## config.mk

```make
export PLATFORM = sky130hd
export DESIGN_NAME = p_hazard_ctrl
export DESIGN_NICKNAME = d
export VERILOG_FILES = /design/src/rtl/p_hazard_pkg.sv /design/src/rtl/p_sat_counter.sv /design/src/rtl/p_hazard_ctrl.sv
export SDC_FILE = /design/constraint.sdc
export NUM_CORES = 1
export LEC_CHECK = 0
export ABC_AREA = 0
export BUFFER_PORTS_ARGS = -buffer_cell sky130_fd_sc_hd__buf_4
export CAP_MARGIN = 25
export CORE_ASPECT_RATIO = 0.5
export CORE_MARGIN = 3
export CORE_UTILIZATION = 47
export DETAILED_ROUTE_END_ITERATION = 8
export PLACE_DENSITY_LB_ADDON = 0.1
export SYNTH_ARGS = -nofsm -noshare
export SYNTH_HDL_FRONTEND = slang
export SYNTH_SLANG_ARGS = --single-unit
```

## constraint.sdc

```tcl
create_clock -name clk -period 3.4 [get_ports clk]
set_input_delay 0.34 -clock clk [delete_from_list [all_inputs] [get_ports clk]]
set_output_delay 0.34 -clock clk [all_outputs]
set_load 0.01 [all_outputs]
```

## src/rtl/p_hazard_pkg.sv

```systemverilog
// Shared types and constants for the pipeline hazard controller.
package p_hazard_pkg;

  typedef enum logic [1:0] {
    BOOT    = 2'd0,
    RUN     = 2'd1,
    MD_BUSY = 2'd2
  } hz_state_t;

  localparam logic [31:0] NOP_INST    = 32'h0000_0013;
  localparam int          DEF_CNT_W   = 16;

endpackage

```

## src/rtl/p_sat_counter.sv

```systemverilog
// Free-running up counter that sticks at all-ones instead of wrapping.
module p_sat_counter #(
  parameter int WIDTH = 16
) (
  input  logic             clk,
  input  logic             rst,
  input  logic             inc,
  output logic [WIDTH-1:0] q
);

  always_ff @(posedge clk) begin
    if (rst)
      q <= '0;
    else if (inc && (q != '1))
      q <= q + 1'b1;
  end

endmodule

```

## src/rtl/p_hazard_ctrl.sv

```systemverilog
// Front-end control: redirects on taken branches, one-cycle load-use stalls,
// and front-end hold while a multi-cycle mul/div is in flight.
module p_hazard_ctrl
  import p_hazard_pkg::*;
#(
  parameter int WIDTH  = 32,
  parameter int REG_AW = 5,
  parameter int CNT_W  = DEF_CNT_W
) (
  input  logic              clk,
  input  logic              rst,
  input  logic [REG_AW-1:0] i_id_rs1,
  input  logic [REG_AW-1:0] i_id_rs2,
  input  logic              i_id_uses_rs1,
  input  logic              i_id_uses_rs2,
  input  logic              i_ex_valid,
  input  logic [REG_AW-1:0] i_ex_rd,
  input  logic              i_ex_mem_read,
  input  logic              i_ex_branch_taken,
  input  logic [WIDTH-1:0]  i_ex_target,
  input  logic              i_ex_md_start,
  input  logic              i_md_done,
  output logic              o_pc_sel,
  output logic [WIDTH-1:0]  o_jump_target,
  output logic              o_pc_en,
  output logic              o_if_id_en,
  output logic              o_if_id_flush,
  output logic              o_id_ex_flush,
  output logic              o_ex_hold,
  output logic [CNT_W-1:0]  o_stall_cycles,
  output logic [CNT_W-1:0]  o_redirects
);

  hz_state_t state, state_next;
  logic      redirect, load_use, md_go;
  logic      stall_inc, redir_inc;

  always_comb begin
    redirect = i_ex_valid & i_ex_branch_taken;
    load_use = i_ex_valid & i_ex_mem_read & (i_ex_rd != '0) &
               ((i_id_uses_rs1 & (i_id_rs1 == i_ex_rd)) |
                (i_id_uses_rs2 & (i_id_rs2 == i_ex_rd)));
    md_go    = i_ex_valid & i_ex_md_start & ~i_md_done;
  end

  // Priority within RUN: redirect beats load-use beats mul/div start.
  always_comb begin
    o_pc_sel      = 1'b0;
    o_jump_target = '0;
    o_pc_en       = 1'b1;
    o_if_id_en    = 1'b1;
    o_if_id_flush = 1'b0;
    o_id_ex_flush = 1'b0;
    o_ex_hold     = 1'b0;
    state_next    = state;
    stall_inc     = 1'b0;
    redir_inc     = 1'b0;
    case (state)
      BOOT: begin
        o_if_id_flush = 1'b1;
        o_id_ex_flush = 1'b1;
        state_next    = RUN;
      end
      RUN: begin
        if (redirect) begin
          o_pc_sel      = 1'b1;
          o_jump_target = i_ex_target;
          o_if_id_flush = 1'b1;
          o_id_ex_flush = 1'b1;
          redir_inc     = 1'b1;
        end else if (load_use) begin
          o_pc_en       = 1'b0;
          o_if_id_en    = 1'b0;
          o_id_ex_flush = 1'b1;
          stall_inc     = 1'b1;
        end else if (md_go) begin
          state_next    = MD_BUSY;
        end
      end
      MD_BUSY: begin
        o_pc_en    = 1'b0;
        o_if_id_en = 1'b0;
        o_ex_hold  = 1'b1;
        stall_inc  = 1'b1;
        if (i_md_done)
          state_next = RUN;
      end
      default: begin
        state_next = BOOT;
      end
    endcase
    // Reset overrides everything so the front end sees a clean flush.
    if (rst) begin
      o_pc_sel      = 1'b0;
      o_jump_target = '0;
      o_pc_en       = 1'b1;
      o_if_id_en    = 1'b1;
      o_if_id_flush = 1'b1;
      o_id_ex_flush = 1'b1;
      o_ex_hold     = 1'b0;
    end
  end

  always_ff @(posedge clk) begin
    if (rst)
      state <= BOOT;
    else
      state <= state_next;
  end

  p_sat_counter #(.WIDTH(CNT_W)) u_stall_cnt (
    .clk (clk),
    .rst (rst),
    .inc (stall_inc),
    .q   (o_stall_cycles)
  );

  p_sat_counter #(.WIDTH(CNT_W)) u_redir_cnt (
    .clk (clk),
    .rst (rst),
    .inc (redir_inc),
    .q   (o_redirects)
  );

endmodule

```

==> run summary <==
Outcome
- finished, final reports clean — result of the run

Worst setup path
- flop to flop — critical setup path kind
- 0.96 ns — reg2reg setup slack
- u_stall_cnt.q[0] — startpoint of the most critical register-to-register path
- ha_1 > nand2_1 > or2_2 > o41ai_4 > nor2_2 > nand4_1 > mux2_1 — cells along the critical path
- 7 — length in cells of the worst reg-to-reg path
- flop — critical path startpoint category
- u_stall_cnt.q[0] — worst setup path start
- sky130_fd_sc_hd__o41ai_4 — worst-path cell with the longest stage delay
- 14 — largest driver fanout on the critical path
- u_stall_cnt.q[13] — endpoint of the worst register-to-register path
- flop — kind of end point of the critical path
- 0 — buffers and inverters on the worst path
- 3.57 ns — required time of the critical path
- 2.61 ns — Arr. time, crit path
- 7 — Critical Path Stages
- compound AO/OA/AOI/OAI gates — delay-heaviest family, CP
- 0.74 ns — Critical Path Max Stage Delay

Place
- 4594 um — Post-DP HPWL
- 419 — cell count after placement
- 0.9771 ns — Setup Slack @ Placement
- 125 — Port Buffer Count
- 0.8014 — Routability Congestion

Floorplan
- 100.3 um — die width
- 4084 um^2 — Floorplan Core Area
- 16 — standard-cell rows
- 0.5116 — Initial Utilization
- 126 — I/O pin cnt
- 5330 um^2 — area enclosed by the die boundary
- 53.15 um — height of the die

Synthesis
- 0 — number of enable flip-flop cells after synthesis
- sky130_fd_sc_hd__nor2_1 — cell with the most instances after synthesis
- 250 — cell count after synthesis
- 42 — Cell variety after synth
- 311 — Synth Net Count
- 8.358 um^2 — per-instance average area after synthesis
- 34 — number of register bits inferred by synthesis
- sky130_fd_sc_hd__dfxtp_1, sky130_fd_sc_hd__xnor2_1, sky130_fd_sc_hd__and2_1, sky130_fd_sc_hd__nor2_1, sky130_fd_sc_hd__xor2_1 — cell types with the largest area share after synthesis
- 2090 um^2 — cell area after synthesis
- 0 — yosys warns
- 0.3257 — fraction of the yosys area taken by sequential cells
- sky130_fd_sc_hd__nor2_1, sky130_fd_sc_hd__dfxtp_1, sky130_fd_sc_hd__and2_1 — most frequent cells after synthesis
- sky130_fd_sc_hd__dfxtp_1 — area leader, netlist
- 0.3257 — share of Yosys cell area claimed by the top area cell type
- sky130_fd_sc_hd__dfxtp_1 — prevailing post-synth register cell
- 0 — asr flop ratio synth

Timing
- 0 — Pins Over Slew Limit
- 0.9559 ns — crit path setup slack, layout
- 0 — final hold vios
- 0 — Setup-failing EPs final
- 2.444 ns — Period minus WS final
- 0.7189 — final critical-path share of the clock period
- 0 ns — setup TNS after final layout
- 0.7877 ns — worst-margin pin slew
- no — RSZ-0062 raised after global routing
- 409.2 MHz — maximum clock rate
- 0.006724 ns — Layout Skew
- 0.4731 — max-slew headroom at the worst pin

Power and ir drop
- 0.0002157 V — highest ir drop seen on vdd
- 1.109 mW — post-route total power
- 354.1 nW/um^2 — ratio of total power to cell area
- 1.392 nW — LEAKAGE

Finish
- 0.7672 — Util after Layout
- 49.94% — Synth-to-Final Area Change
- 433 — number of nets in the layout
- 427 — Finished Layout Cells
- 0.3861 — fraction of final layout cells with drive strength greater than 1
- 0 — Antenna diodes

Global route
- 0.2137 — global-route usage over all layers
- 40 — pin count of the biggest net entering global routing
- 0 — grt total ovfl
- 0 — initial antenna violation count
- 9018 um — global-route wire length before repair
- 2095 — via count of the first global-routing pass

Hold path
- u_redir_cnt.q[5] — destination of the worst hold path
- primary input to flop — worst min-delay path class
- rst — hold path startpoint
- 2 — hold path depth

Clock tree
- sky130_fd_sc_hd__clkbuf_8 — Clk Tree Root Cell
- 2 — Clock H-tree levels
- 0 — PostCTS Resize Cnt
- 2 — buffer depth of the longest clock path
- 0.07 ns — post-CTS clock slew at the launch and capture registers of the worst setup and hold paths
- 0 — Post-CTS Repair Setup Buffers
- 0.28 ns — latest clock arrival within the worst-skew pair
- built — clock tree from TritonCTS
- 5 — total CTS buffers
- 34 — count of clock tree sinks
- 0 — Post-CTS Hold Buffers

Route
- 4.995 — vias per inst
- 5722 um — Total Wirelength
- 0 — number of design rule violations left after detail routing
- 13.40 um — routed length per placed instance
- 41 — Iteration-0 DRC Markers
- 0 — Routed Antenna Nets
- 4 — DR pass1 iterations
- 2133 — DR vias

Run
- 0 — number of maximum-capacitance constraint violations

[cell type report]
| cell class | count | area, um^2 |
|---|---|---|
| repair buffers | 126 | 945.9 |
| clock inverters | 1 | 5.005 |
| flip-flops and latches | 34 | 680.7 |
| clock buffers | 7 | 86.33 |
| well taps | 54 | 67.56 |
| multi-input cells | 199 | 1325 |
| inverters | 6 | 22.52 |
| fillers | 347 | 950.9 |
[cell usage in the layout, fill, tap and decap left out, drive strengths merged, types with 2 or more instances in the layout]
| master | n |
|---|---|
| a211oi | 2 |
| a21oi | 3 |
| a31oi | 2 |
| and2 | 32 |
| and3 | 6 |
| and4 | 4 |
| buf | 126 |
| clkbuf | 7 |
| dfxtp | 34 |
| ha | 5 |
| inv | 6 |
| mux2i | 2 |
| nand2 | 15 |
| nand2b | 2 |
| nand3 | 13 |
| nand4 | 9 |
| nor2 | 39 |
| nor3 | 6 |
| nor3b | 3 |
| nor4 | 5 |
| nor4b | 2 |
| o22ai | 2 |
| xnor2 | 27 |
| xor2 | 11 |
[cells by family after synthesis]
group	after synthesis	synth area share
adders and majority gates	5	0.02994
DFF	34	0.3257
AOI/OAI and AO/OA	13	0.06467
buffers and inverters	17	0.04011
muxes	3	0.01497
and+or+nand+nor	140	0.3653
xor gates and xnor gates	38	0.1593
[worst max-delay path by stage]
stage / end / slack (ns)
finish: u_stall_cnt.q[13] / 0.96
global route: u_stall_cnt.q[13] / 0.77
CTS: u_stall_cnt.q[13] / 0.97
detailed placement: u_stall_cnt.q[13] / 0.98
global placement: u_stall_cnt.q[13] / 1.05
floorplan: u_stall_cnt.q[13] / 1.29
[sequential cells by signal, indices dropped and copies added, names as in the netlist]
register       cells
u_redir_cnt.q     16
u_stall_cnt.q     16
state              2
[metrics by stage]
step	instance area, um^2	hold WS [ns]
floorplan	2090	0.4909
global placement	3042	0.4980
detailed placement	3042	0.5148
CTS	3133	0.4601
global route	3133	0.4745
finish	3133	0.4612
[worst reg2reg max path: stages, from the launching register on]
cell	delay [ns]
sky130_fd_sc_hd__dfxtp_1	0.39
sky130_fd_sc_hd__ha_1	0.20
sky130_fd_sc_hd__nand2_1	0.05
sky130_fd_sc_hd__or2_2	0.38
sky130_fd_sc_hd__o41ai_4	0.74
sky130_fd_sc_hd__nor2_2	0.11
sky130_fd_sc_hd__nand4_1	0.14
sky130_fd_sc_hd__mux2_1	0.32
[where the power goes]
| group | internal (mW) | switching [mW] | leakage, nW |
|---|---|---|---|
| Combinational | 0.178 | 0.199 | 1.07 |
| Clock | 0.163 | 0.143 | 0.0482 |
| Sequential | 0.413 | 0.0130 | 0.274 |
[metal layers]
metal	part of all wire	GRT usage	vias up
met4	0.0066	0.04027	0
met2	0.56	0.4167	46
li1	-	-	1087
met3	0.042	0.06447	4
met5	0	0	-
met1	0.39	0.2335	996
No activity file was read; power rests on OpenSTA's default activity.
